===== src/rtl/game_clock_pkg.sv =====
// Shared types and helpers for the scoreboard game-clock region.
package game_clock_pkg;

    localparam int unsigned DIGIT_W = 4;
    localparam int unsigned MMSS_W  = 4 * DIGIT_W;

    // Run/pause sequencer states
    typedef enum logic [1:0] {
        IDLE    = 2'd0,
        RUNNING = 2'd1,
        PAUSED  = 2'd2,
        EXPIRED = 2'd3
    } clk_state_e;

    // One BCD digit
    typedef logic [DIGIT_W-1:0] bcd_t;

    // MM:SS time as four BCD digits, most significant first
    typedef struct packed {
        bcd_t m_tens;
        bcd_t m_ones;
        bcd_t s_tens;
        bcd_t s_ones;
    } mmss_t;

    localparam mmss_t ZERO_TIME = mmss_t'(MMSS_W'(0));

    // True when every digit is a legal BCD value and seconds tens is 0..5
    function automatic logic mmss_valid(input mmss_t t);
        return (t.m_tens <= 4'd9) && (t.m_ones <= 4'd9) &&
               (t.s_tens <= 4'd5) && (t.s_ones <= 4'd9);
    endfunction

endpackage


===== src/rtl/mmss_bcd_dec.sv =====
// Combinational one-second BCD decrement of an MM:SS value, saturating at 00:00.
module mmss_bcd_dec
    import game_clock_pkg::*;
(
    input  mmss_t t_in,
    output mmss_t t_out,
    output logic  is_zero
);

    // Ripple the borrow from seconds ones up through minutes tens
    always_comb begin
        t_out = t_in;
        if (t_in != ZERO_TIME) begin
            if (t_in.s_ones != 4'd0) begin
                t_out.s_ones = t_in.s_ones - 4'd1;
            end else begin
                t_out.s_ones = 4'd9;
                if (t_in.s_tens != 4'd0) begin
                    t_out.s_tens = t_in.s_tens - 4'd1;
                end else begin
                    t_out.s_tens = 4'd5;
                    if (t_in.m_ones != 4'd0) begin
                        t_out.m_ones = t_in.m_ones - 4'd1;
                    end else begin
                        t_out.m_ones = 4'd9;
                        t_out.m_tens = t_in.m_tens - 4'd1;
                    end
                end
            end
        end
        is_zero = (t_out == ZERO_TIME);
    end

endmodule


===== src/rtl/game_clock_ctrl.sv =====
// Game-clock sequencer: MM:SS countdown, run/pause FSM and frame-aligned display shadow.
module game_clock_ctrl
    import game_clock_pkg::*;
#(
    parameter int unsigned CLK_HZ   = 25_000_000,
    parameter logic [7:0]  START_MM = 8'h12,
    parameter logic [7:0]  START_SS = 8'h00
) (
    input  logic        clk,
    input  logic        rst_n,
    input  logic        start_stop,
    input  logic        clock_reset,
    input  logic        load,
    input  logic [15:0] load_time,
    input  logic        frame_start,
    output logic [3:0]  min_tens,
    output logic [3:0]  min_ones,
    output logic [3:0]  sec_tens,
    output logic [3:0]  sec_ones,
    output logic        colon_on,
    output logic        running,
    output logic        expired,
    output logic        load_err
);

    localparam int unsigned     PRE_W      = (CLK_HZ > 1) ? $clog2(CLK_HZ) : 1;
    localparam logic [PRE_W-1:0] PRE_MAX   = PRE_W'(CLK_HZ - 1);
    localparam logic [PRE_W-1:0] PRE_HALF  = PRE_W'(CLK_HZ / 2);
    localparam mmss_t           START_TIME = mmss_t'({START_MM, START_SS});

    clk_state_e       state_q, state_d;
    mmss_t            time_q, time_d;
    logic [PRE_W-1:0] pre_q, pre_d;
    mmss_t            dec_time;
    logic             dec_zero;
    logic             count_en;
    logic             expire_c;
    logic             load_err_d;
    logic             colon_c;
    mmss_t            disp_q;
    logic             colon_q;
    logic             running_q;
    logic             expired_q;
    logic             load_err_q;

    mmss_bcd_dec u_dec (
        .t_in    (time_q),
        .t_out   (dec_time),
        .is_zero (dec_zero)
    );

    // State register
    always_ff @(posedge clk or negedge rst_n) begin
        if (!rst_n) begin
            state_q <= IDLE;
        end else begin
            state_q <= state_d;
        end
    end

    // Next state, next time/prescaler; clock_reset beats load beats start_stop
    always_comb begin
        state_d    = state_q;
        time_d     = time_q;
        pre_d      = pre_q;
        load_err_d = 1'b0;
        expire_c   = 1'b0;
        // The prescaler freezes on the cycle a pulse moves us out of RUNNING
        count_en   = (state_q == RUNNING) && !clock_reset && !(start_stop && !load);

        if (clock_reset) begin
            state_d = IDLE;
            time_d  = START_TIME;
            pre_d   = '0;
        end else if (load) begin
            if ((state_q == IDLE) || (state_q == PAUSED)) begin
                if (mmss_valid(mmss_t'(load_time))) begin
                    time_d = mmss_t'(load_time);
                    pre_d  = '0;
                end else begin
                    load_err_d = 1'b1;
                end
            end
        end else if (start_stop) begin
            case (state_q)
                IDLE:    if (time_q != ZERO_TIME) state_d = RUNNING;
                RUNNING: state_d = PAUSED;
                PAUSED:  state_d = RUNNING;
                default: state_d = state_q;
            endcase
        end

        if (count_en) begin
            if (pre_q == PRE_MAX) begin
                pre_d  = '0;
                time_d = dec_time;
                if (dec_zero) begin
                    state_d  = EXPIRED;
                    expire_c = 1'b1;
                end
            end else begin
                pre_d = pre_q + PRE_W'(1);
            end
        end
    end

    // Colon blinks on-phase first while running, steady otherwise
    always_comb begin
        colon_c = 1'b1;
        if (state_q == RUNNING) begin
            colon_c = (pre_q < PRE_HALF);
        end
    end

    // Countdown time and prescaler
    always_ff @(posedge clk or negedge rst_n) begin
        if (!rst_n) begin
            time_q <= START_TIME;
            pre_q  <= '0;
        end else begin
            time_q <= time_d;
            pre_q  <= pre_d;
        end
    end

    // Status outputs; running drops together with the expiry update
    always_ff @(posedge clk or negedge rst_n) begin
        if (!rst_n) begin
            running_q  <= 1'b0;
            expired_q  <= 1'b0;
            load_err_q <= 1'b0;
        end else begin
            running_q  <= (state_q == RUNNING) && !expire_c;
            expired_q  <= (state_d == EXPIRED);
            load_err_q <= load_err_d;
        end
    end

    // Display shadow: capture only on frame_start so a frame never tears
    always_ff @(posedge clk or negedge rst_n) begin
        if (!rst_n) begin
            disp_q  <= START_TIME;
            colon_q <= 1'b1;
        end else if (frame_start) begin
            disp_q  <= time_q;
            colon_q <= colon_c;
        end
    end

    assign min_tens = disp_q.m_tens;
    assign min_ones = disp_q.m_ones;
    assign sec_tens = disp_q.s_tens;
    assign sec_ones = disp_q.s_ones;
    assign colon_on = colon_q;
    assign running  = running_q;
    assign expired  = expired_q;
    assign load_err = load_err_q;

endmodule

===== config.mk =====
export PLATFORM = sky130hd
export DESIGN_NAME = game_clock_ctrl
export DESIGN_NICKNAME = d
export VERILOG_FILES = /design/src/rtl/game_clock_pkg.sv /design/src/rtl/mmss_bcd_dec.sv /design/src/rtl/game_clock_ctrl.sv
export SDC_FILE = /design/constraint.sdc
export NUM_CORES = 1
export LEC_CHECK = 0
export CAP_MARGIN = 20
export CORE_ASPECT_RATIO = 0.75
export CORE_UTILIZATION = 43
export CTS_CLUSTER_DIAMETER = 50
export CTS_CLUSTER_SIZE = 28
export DETAILED_ROUTE_END_ITERATION = 8
export GPL_TIMING_DRIVEN = 0
export PLACE_DENSITY = 0.74
export SYNTH_ARGS = -nofsm -noshare
export SYNTH_HDL_FRONTEND = slang
export SYNTH_SLANG_ARGS = --single-unit

===== constraint.sdc =====
create_clock -name clk -period 4.7 [get_ports clk]
set_clock_uncertainty 0.2 [all_clocks]
set_input_delay 1.175 -clock clk [delete_from_list [all_inputs] [get_ports clk]]
set_output_delay 1.175 -clock clk [all_outputs]
set_load 0.005 [all_outputs]

* Yosys cells after proc, flatten, opt, wreduce, memory -nomap -nowiden
Cells that the tools add are included.
** Word-level totals
- Flip-flop bits (word level) :: 63
- Bits in latches :: 0
- RAM bits :: 0
- Bits in read-only memories :: 0
- Input port bits :: 22
- Output and inout port bits :: 20
- Word-level logic and storage cells :: 85
- Memories kept :: 0
** Cells by class
- Add/subtract/negate cells :: 5
- $mul :: 0
- Divide/modulo/power cells :: 0
- $lt $le $gt $ge :: 5
- Eq/ne operators :: 4
- Shifts and indexed selects :: 0
- Muxes and demuxes :: 35
- Bitwise logic cells :: 0
- Reduce and logical (&&, ||, !) cells :: 22
** Operators with widths (count)
- two-way mux 25 bit :: 6
- two-way mux 16 bit :: 7
- adder 25 x 1 -> 25 bit (second input constant) :: 1
- equality test 25 bit (second input constant) :: 1
- less-than comparator 25 x 24 -> 1 bit (second input constant) :: 1
- zero test 16 bit :: 1
- two-way mux 4 bit :: 4
- nonzero test 16 bit :: 1
- subtractor 4 x 1 -> 4 bit (second input constant) :: 4
- two-way mux 2 bit :: 7
- less-or-equal comparator 4 bit (second input constant) :: 3
- two-way mux 12 bit :: 1
- nonzero test 4 bit :: 3
- nonzero test 3 bit :: 3
- two-way mux 1 bit :: 8
- two-way mux 8 bit :: 1
- logical AND 1 bit :: 7
- one-hot mux 2 bit (3 select lines) :: 1
- equality test 2 bit (second input constant) :: 2
- less-or-equal comparator 4 x 3 -> 1 bit (second input constant) :: 1
- zero test 1 bit :: 4
- AND reduction 3 bit :: 1
- equality test 2 x 1 -> 1 bit (second input constant) :: 1
- zero test 2 bit :: 1
- logical OR 1 bit :: 1

* Depth between registers and ports, before layout
Gate-level depths: netlist of run 1.
- Word-level depth :: 11
- Mapped depth :: 9
- Mapped depth without buffers :: 8

* Cells and area by module
From an unflattened synthesis of run 1, not the netlist that was laid out.
** Second synthesis, totals
- Cell total of the unflattened synthesis :: 380
- Area total of the unflattened synthesis :: 3743.6 um^2
** By module, submodules not included
- game_clock_ctrl :: times used 1, cells each 313, area an instance 3335.7 um^2, sequential area each 1582.8 um^2
- mmss_bcd_dec :: times used 1, cells each 67, area an instance 407.9 um^2, sequential area each 0.0 um^2

* Worst setup path after synthesis of run 1
Ideal clock, no wire load.
- Path kind :: input port to flip-flop
- From :: input port load
- To :: register state_q[1]
- Library setup time :: 0.078 ns
- Data arrival time :: 2.666 ns
- Slack :: 1.756 ns
- Cell stages on the path :: 6
- Path buffers :: 0
- Path through :: and2b_4 -> or3_4 -> nor3_4 -> o2111ai_1 -> a2111oi_2 -> o21bai_1
** On the way
- Longest elaborated chain between the ends :: 5
** RTL lines
- from (decl) :: RTL line game_clock_ctrl.sv:13 : input logic load,
- two-way mux 2 bit or zero test 1 bit (tied branches) :: RTL line game_clock_ctrl.sv:75, game_clock_ctrl.sv:69
- two-way mux 2 bit or logical AND 1 bit (tied branches) :: RTL line game_clock_ctrl.sv:71, game_clock_ctrl.sv:69
- two-way mux 2 bit or zero test 1 bit (tied branches) :: RTL line game_clock_ctrl.sv:97, game_clock_ctrl.sv:69
- two-way mux 2 bit or logical AND 1 bit (tied branches) :: RTL line game_clock_ctrl.sv:94, game_clock_ctrl.sv:69
- two-way mux 2 bit * :: RTL line game_clock_ctrl.sv:93 : if (count_en) begin
- net state_d[1] :: RTL line game_clock_ctrl.sv:31 : clk_state_e state_q, state_d;
- to (signal assigned) :: RTL line game_clock_ctrl.sv:57 : state_q <= state_d;
- to (decl) :: RTL line game_clock_ctrl.sv:31
The timed path passes the listed nets; every way through them passes the cells marked *.
A chain may end at the register's enable or synchronous reset.

* Final worst setup path of run 1
- From :: input port load_time[13]
- To :: register pre_q[12]
** On the way
- Longest elaborated chain between the ends :: 6
** RTL lines
- from (decl) :: RTL line game_clock_ctrl.sv:14 : input logic [15:0] load_time,
- less-or-equal comparator 4 bit :: RTL line game_clock_pkg.sv:30 : return (t.m_tens <= 4'd9) && (t.m_ones <= 4'd9) &&
- logical AND 1 bit (2 in a row) :: RTL line game_clock_pkg.sv:30
- logical AND 1 bit :: RTL line game_clock_pkg.sv:31 : (t.s_tens <= 4'd5) && (t.s_ones <= 4'd9);
- nonzero test 3 bit (no line)
- AND reduction 3 bit (no line)
- to (signal assigned) :: RTL line game_clock_ctrl.sv:122 : pre_q <= pre_d;
- to (decl) :: RTL line game_clock_ctrl.sv:33 : logic [PRE_W-1:0] pre_q, pre_d;
Every way passes these cells.

==> qor.csv, run 1 <==
stage,metric,value,unit
detailed_routing,Residual DRC,0,
pwr,total power,1.21,mW
floorplanning,chip width,107,µm
timing,Hold Slack,294,ps
setup_path,cell family with the largest share of critical-path delay,simple AND/OR/NAND/NOR gates,
detailed_routing,TritonRoute pass-1 iters,5,
global_route,number of global-route vias before repair,2901,
pwr,worst IR drop on VDD,0.125,mV
min_path,hold crit path type,register to register,
floorplanning,I/O Pins,42,
final_layout,area delta synth->final,21.3,%
setup_path,worst r2r src,time_q[0],
detailed_routing,DR WL/cell,16.4,µm
synth,Synth Flop Type,dfrtp_1,
setup_path,CP dominant cell by count,o21ai_0,
floorplanning,Die H,80.9,µm
timing,PnR worst setup slack,1070,ps
global_route,largest net degree at the start of global routing,39,
final_layout,antenna fix cells,0,
timing,Worst Tran Pin Value,650,ps
cts,clock tree buffer depth,2,
cts,# resized after CTS,0,
final_layout,ratio of cells with drive above 1 in the final layout,16.2,%
cts,CTS tree,built,
floorplanning,Starting Density,44.8,%
synth,"FF+latch count, synth",63,
global_route,first-pass GRT wire length,14800,µm
detailed_routing,wl on met1,4370,µm
min_path,WHS Endpoint,pre_q[3],
synth,"EDFF count, synth",0,
synth,Syn Std Cell Area,3560,µm²
placed_design,Placer Congestion,0.869,
detailed_routing,Routed Wire Length,8810,µm
timing,Setup Viol. Count Final,0,
detailed_routing,routed vias/inst,5.87,
placed_design,port bufs,39,
synth,Yosys warning total,0,
final_layout,finished layout cell area,4330,µm²
global_route,initial antenna violation count,0,
detailed_routing,First DRT Iteration DRCs,230,
setup_path,slowest CP cell,nor2_2,
cts,Root Buffer,clkbuf_8,
setup_path,crit-path cells,clkdlybuf4s50_1 > o21ai_0 > nand4_1 > nor2_2 > nor2_1 > clkbuf_1 > o21ai_0 > o41ai_1,
setup_path,crit path DAT,3660,ps
global_route,GR Overflow Total,0,
setup_path,CP startpoint kind,primary input,
cts,latest clock arrival within the worst-skew pair,350,ps
setup_path,worst reg-to-reg setup slack,1840,ps
synth,sequential element share of the synthesized area,44.4,%
placed_design,placed inst area,4100,µm²
timing,RSZ-0062 raised after global routing,no,
detailed_routing,DRT antenna net count,0,
detailed_routing,vias post-DR,3145,
floorplanning,Rows,28,
timing,Rel. slew slack,56.3,%
synth,ys async rst share,100,%
run_status,outcome,"finished, final reports clean",
timing,Max Freq,275,MHz
min_path,hold path depth,1,
pwr,leak pwr,1.73,nW
placed_design,pre-CTS setup slack,793,ps
cts,total CTS buffers,9,
timing,Max Slew Vio Count,0,
cts,Post-CTS Hold Buffers,0,
cts,CTS Sinks,63,
detailed_routing,Top Metal Used,met4,
detailed_routing,met2 wire len,3830,µm
timing,post-route clock period utilization,77.3,%
min_path,hold_sp,pre_q[3],
pwr,pwr/cell area,279,nW/µm²
timing,Final Hold Viols,0,
floorplanning,die area,8660,µm²
synth,Mapped Cells,375,
setup_path,worst r2r path cells,6,
final_layout,fin nets,451,
setup_path,CP required,4720,ps
timing,setup tns final,0,ps
setup_path,Critical Path Fanout Max,10,
setup_path,"slowest stage delay, CP",480,ps
cts,H-tree depth,3,
floorplanning,Floorplan Core Area,7950,µm²
setup_path,Crit Path Class,primary input to register,
cts,"Reg clk slew, reported paths",70,ps
synth,synthesized area per cell,9.51,µm²
setup_path,Crit. End Element,register,
timing,fin crit period,3630,ps
placed_design,post-detail-place hpwl,6450,µm
cts,post-CTS setup buffers,0,
global_route,total track usage,22.4,%
setup_path,reg2reg end,state_q[1],
detailed_routing,met3 wire len,529,µm
synth,Synth cell types,66,
synth,Syn Nets,400,
job,Maximum Capacitance Violations,0,
setup_path,buffers plus inverters on the worst setup path,2,
-- worst reg2reg max path, cell delays in order (launching register included) --
cell	delay, ps
dfrtp_1	480
or3_1	480
nor4_1	510
mux2i_1	330
o21ai_2	90
a2111oi_2	510
o21bai_1	190
-- cell type report --
class / instances / area [µm²]
Sequential cell: 63 / 1580
Inverter: 10 / 37.5
Buffer: 18 / 83.8
Multi-Input combinational cell: 284 / 1860
Tap cell: 105 / 131
Timing Repair Buffer: 40 / 405
Clock inverter: 3 / 65.1
Clock buffer: 13 / 159
Fill cell: 689 / 3630
-- cell families after synthesis --
| group | after synthesis | share of synthesized area [%] |
|---|---|---|
| DFF | 63 | 44.4 |
| and+or+nand+nor | 135 | 22.0 |
| adders and majority gates | 3 | 1.05 |
| AOI/OAI and AO/OA | 116 | 20.3 |
| xor gates and xnor gates | 4 | 0.983 |
| buffers and inverters | 28 | 3.40 |
| muxes | 26 | 7.90 |
-- how the worst max path moves through the flow --
stage / start / cells after the start / endpoint
3_3_place_gp: rst_n / 1 / pre_q[17]
4_1_cts: load_time[13] / 8 / pre_q[12]
6_report: load_time[13] / 8 / pre_q[12]
3_5_place_dp: load_time[13] / 8 / pre_q[12]
2_1_floorplan: load / 6 / state_q[1]
5_1_grt: load_time[13] / 8 / pre_q[18]
-- cell usage in the layout (no fill, tap or decap), types with 11 or more instances in the layout --
cell and count:
nor2_1 31, clkdlybuf4s50_1 38, clkbuf_8 11, a21oi_1 20
dfrtp_1 58, mux2_2 17, nand2_1 25, o31ai_1 13
o21ai_0 33, nand3_1 15
-- sequential cells by signal (all words and copies together) (netlist names) --
signal and cells:
colon_on 1, expired 1, load_err 1, min_ones 4, min_tens 4, pre_q 25
running 1, sec_ones 4, sec_tens 4, state_q 2, time_q 16
-- per-layer routing --
| metal | up-vias | global-route usage, % |
|---|---|---|
| met2 | 102 | 32.3 |
| met3 | 9 | 4.90 |
| met5 | - | 0 |
| met1 | 1525 | 33.6 |
| li1 | 1509 | - |
| met4 | 0 | 6.44 |
-- cell usage after synthesis (2+ instances only) --
cell	n	area share, %
mux2i_1	9	2.5
buf_2	7	0.98
o211ai_1	3	0.63
nor3_2	2	0.56
ha_1	3	1.1
dfrtp_1	58	41
o21ai_0	33	4.6
o41ai_1	2	0.49
nor2b_1	4	0.70
o22ai_1	8	1.4
dfstp_2	5	3.7
and2_2	2	0.42
nand4_1	9	1.6
nor3_1	7	0.98
o21a_1	2	0.42
nor2_1	31	3.3
o31ai_1	13	2.7
nand3_1	15	2.1
nor3b_1	3	0.63
nand2b_1	6	1.1
xnor2_1	3	0.74
nand2_1	25	2.6
a31oi_1	7	1.2
o21ai_1	10	1.4
nor4b_1	2	0.49
nor3_4	3	1.4
a31o_2	2	0.49
and4_1	5	1.2
mux2_2	17	5.4
nor4_1	3	0.53
or3_1	4	0.70
a211oi_1	2	0.42
o2111ai_1	2	0.49
clkbuf_1	8	0.84
a21oi_1	20	2.8
inv_1	10	1.1
-- per-stage QoR --
stage	utilization, %	instances
2_1_floorplan	-	375
3_3_place_gp	51.4	519
3_5_place_dp	51.6	520
4_1_cts	54.4	536
5_1_grt	54.4	536
6_report	54.4	536
-- power by group --
group | leakage [nW] | internal (mW) | switching (mW)
Clock | 0.114 | 0.327 | 0.212
Sequential | 0.858 | 0.551 | 0.00816
Combinational | 0.762 | 0.0476 | 0.0608
Total | 1.73 | 0.926 | 0.281
Power figures use the tool's default switching activity.
==> inputs of run 2 (changes only) <==
--- a/config.mk
+++ b/config.mk
@@ -12,7 +12,7 @@
 export CTS_CLUSTER_SIZE = 28
 export DETAILED_ROUTE_END_ITERATION = 8
 export GPL_TIMING_DRIVEN = 0
-export PLACE_DENSITY = 0.74
+export PLACE_DENSITY = 0.76
 export SYNTH_ARGS = -nofsm -noshare
 export SYNTH_HDL_FRONTEND = slang
 export SYNTH_SLANG_ARGS = --single-unit
==> constraint.sdc (replaced) <==
create_clock -name clk -period 3.15 [get_ports clk]
set_clock_uncertainty 0.2 [all_clocks]
set_input_delay 0.7875 -clock clk [delete_from_list [all_inputs] [get_ports clk]]
set_output_delay 0.7875 -clock clk [all_outputs]
set_load 0.005 [all_outputs]
==> run 2 against run 1 <==
Effect of this change: register-to-register slack worse by 1600 ps; combinational power is 53% higher; power grew 47%; first-iteration DRC count shrank 0.87%; clock power rose by 43%; clock-buffer cell count grew 1; cell count rose by 0.56%; critical path type unchanged; largest cell class unchanged; highest routed layer unchanged.
==> qor.csv, run 2 (synthesis gave the netlist of run 1 again) <==
stage,metric,value,unit,change
global_route,initial antenna violation count,0,,unchanged
final_layout,register area,1580,µm²,unchanged
timing,Final Hold Viols,0,,unchanged
setup_path,CP startpoint kind,primary input,,unchanged
global_route,first-pass GRT wire length,15600,µm,"was 14,800 µm"
timing,fin crit period,2940,ps,
detailed_routing,Routed Wire Length,9390,µm,was 8810 µm
timing,Rel. slew slack,54.4,%,was 56.3%
final_layout,max reg flops,25,,unchanged
timing,setup tns final,0,ps,unchanged
floorplanning,Rows,28,,unchanged
global_route,total track usage,23.6,%,was 22.4%
floorplanning,Floorplan Core Area,7950,µm²,unchanged
placed_design,post-detail-place hpwl,6720,µm,was 6450 µm
final_layout,antenna fix cells,0,,unchanged
final_layout,Regs by FF count,"pre_q: 25 flops, time_q: 16 flops",,unchanged
cts,latest clock arrival within the worst-skew pair,350,ps,about the same
detailed_routing,DR WL/cell,17.4,µm,was 16.4 µm
setup_path,CP endpoint,pre_q[18],,was pre_q[12]
job,Maximum Capacitance Violations,0,,unchanged
placed_design,pre-CTS setup slack,-353,ps,was 793 ps
timing,Max Slew Vio Count,0,,unchanged
setup_path,worst r2r path cells,6,,unchanged
setup_path,Critical Path Fanout Max,10,,unchanged
timing,RSZ-0062 raised after global routing,no,,unchanged
final_layout,fin nets,454,,was 451
setup_path,reg2reg end,state_q[1],,unchanged
final_layout,"commonest non-fill, non-tap cell in the layout",dfrtp_1,,unchanged
cts,CTS tree,built,,unchanged
cts,"Reg clk slew, reported paths",70,ps,about the same
cts,Root Buffer,clkbuf_8,,unchanged
final_layout,area delta synth->final,22.0,%,was 21.3%
pwr,pwr/cell area,407,nW/µm²,was 279 nW/µm²
detailed_routing,routed vias/inst,5.96,,was 5.87
pwr,worst IR drop on VDD,0.186,mV,was 0.125 mV
timing,PnR worst setup slack,214,ps,was 1070 ps
global_route,number of global-route vias before repair,3060,,"was 2,901"
setup_path,worst reg-to-reg setup slack,260,ps,was 1840 ps
setup_path,worst r2r src,time_q[0],,unchanged
global_route,GR Util met3,5.22,%,was 4.90%
floorplanning,Starting Density,44.8,%,unchanged
floorplanning,I/O Pins,42,,unchanged
cts,CTS Sinks,63,,unchanged
floorplanning,die area,8660,µm²,unchanged
timing,Setup Viol. Count Final,0,,unchanged
cts,H-tree depth,3,,unchanged
setup_path,Crit Path Class,primary input to register,,unchanged
floorplanning,chip width,107,µm,unchanged
global_route,GR Util met1,33.4,%,was 33.6%
setup_path,CP required,3190,ps,was 4720 ps
placed_design,port bufs,39,,unchanged
timing,Worst Tran Pin Value,678,ps,was 650 ps
cts,total CTS buffers,9,,unchanged
run_status,outcome,"finished, final reports clean",,unchanged
detailed_routing,Residual DRC,0,,unchanged
timing,Max Freq,341,MHz,
detailed_routing,DRT antenna net count,0,,unchanged
floorplanning,Die H,80.9,µm,unchanged
final_layout,FILL cells,700,,was 689
global_route,gr busiest metal,met2,,was met1
pwr,total power,1.77,mW,was 1.21 mW
detailed_routing,TritonRoute pass-1 iters,5,,unchanged
setup_path,Crit. End Element,register,,unchanged
placed_design,Placer Congestion,0.866,,was 0.869
final_layout,final core occ,54.7,%,was 54.4%
global_route,GR Overflow Total,0,,unchanged
final_layout,area of the multi-input gates,1870,µm²,was 1860 µm²
cts,clock tree buffer depth,2,,unchanged
setup_path,crit path DAT,2980,ps,was 3660 ps
detailed_routing,vias post-DR,3210,,"was 3,145"
final_layout,most frequent cells in the layout,"58 x dfrtp_1, 38 x clkdlybuf4s50_1, 32 x o21ai_0, 31 x nor2_1, 25 x nand2_1",,"was 58 x dfrtp_1, 38 x clkdlybuf4s50_1, 33 x o21ai_0, 31 x nor2_1, 25 x nand2_1"
global_route,GRT met2 Usage,35.3,%,was 32.3%
final_layout,ratio of cells with drive above 1 in the final layout,17.3,%,was 16.2%
detailed_routing,First DRT Iteration DRCs,228,,was 230
global_route,largest net degree at the start of global routing,39,,unchanged
setup_path,Worst setup startpoint,load_time[11],,was load_time[13]
final_layout,Largest Register,pre_q,,unchanged
pwr,leak pwr,1.75,nW,was 1.73 nW
min_path,hold crit path type,primary input to async pin,,was register to register
timing,post-route clock period utilization,93.2,%,
[run 2: worst min path at each step]
stage | endpoint | slack, ps | cells past startpoint
5_1_grt | time_q[3] | 280 | 1
3_5_place_dp | pre_q[3] | 290 | 1
2_1_floorplan | pre_q[3] | 250 | 1
6_report | time_q[2] | 240 | 1
3_3_place_gp | pre_q[3] | 280 | 1
4_1_cts | time_q[3] | 250 | 1
[run 2: per-layer routing]
layer,vias up,part of all wire [%]
met1,1567,48
met2,111,44
li1,1515,-
met5,-,0
met3,17,6.2
met4,0,1.8
[run 2: worst max-delay path, cell delays in order]
cell             delay [ps]
clkdlybuf4s50_1         480
o21ai_0                 150
nand4_1                 230
nor2_4                  110
nor2_1                  490
clkbuf_1                470
o21ai_0                 180
o41ai_1                  80
[run 2: what timing repair did]
action / CTS / global route
hold buffers: 0 / 0
resized for setup: 0 / 4
setup endpoints to repair: 0 / 29
setup buffers: 0 / 3
[run 2: power breakdown]
part	internal [mW]	total, mW	leakage, nW	switching, mW
logic	0.0715	0.165	0.783	0.0935
registers	0.822	0.834	0.858	0.0123
clock network	0.453	0.773	0.109	0.321
total	1.35	1.77	1.75	0.427
[run 2: cell type report]
class | count | share of cell area (%)
tap | 105 | 3.02
buffer | 18 | 1.96
clock inverter | 2 | 0.863
inverter | 10 | 0.863
sequential | 63 | 36.4
multi-input combinational | 284 | 42.9
timing repair buffer | 43 | 9.84
clock buffer | 14 | 4.20
[run 2: metrics by stage]
stage	hold slack, ps	cell area, µm²	std cells
2_1_floorplan	251	3560	375
4_1_cts	248	4320	536
3_5_place_dp	287	4100	520
3_3_place_gp	280	4090	519
6_report	244	4350	539
5_1_grt	277	4350	539
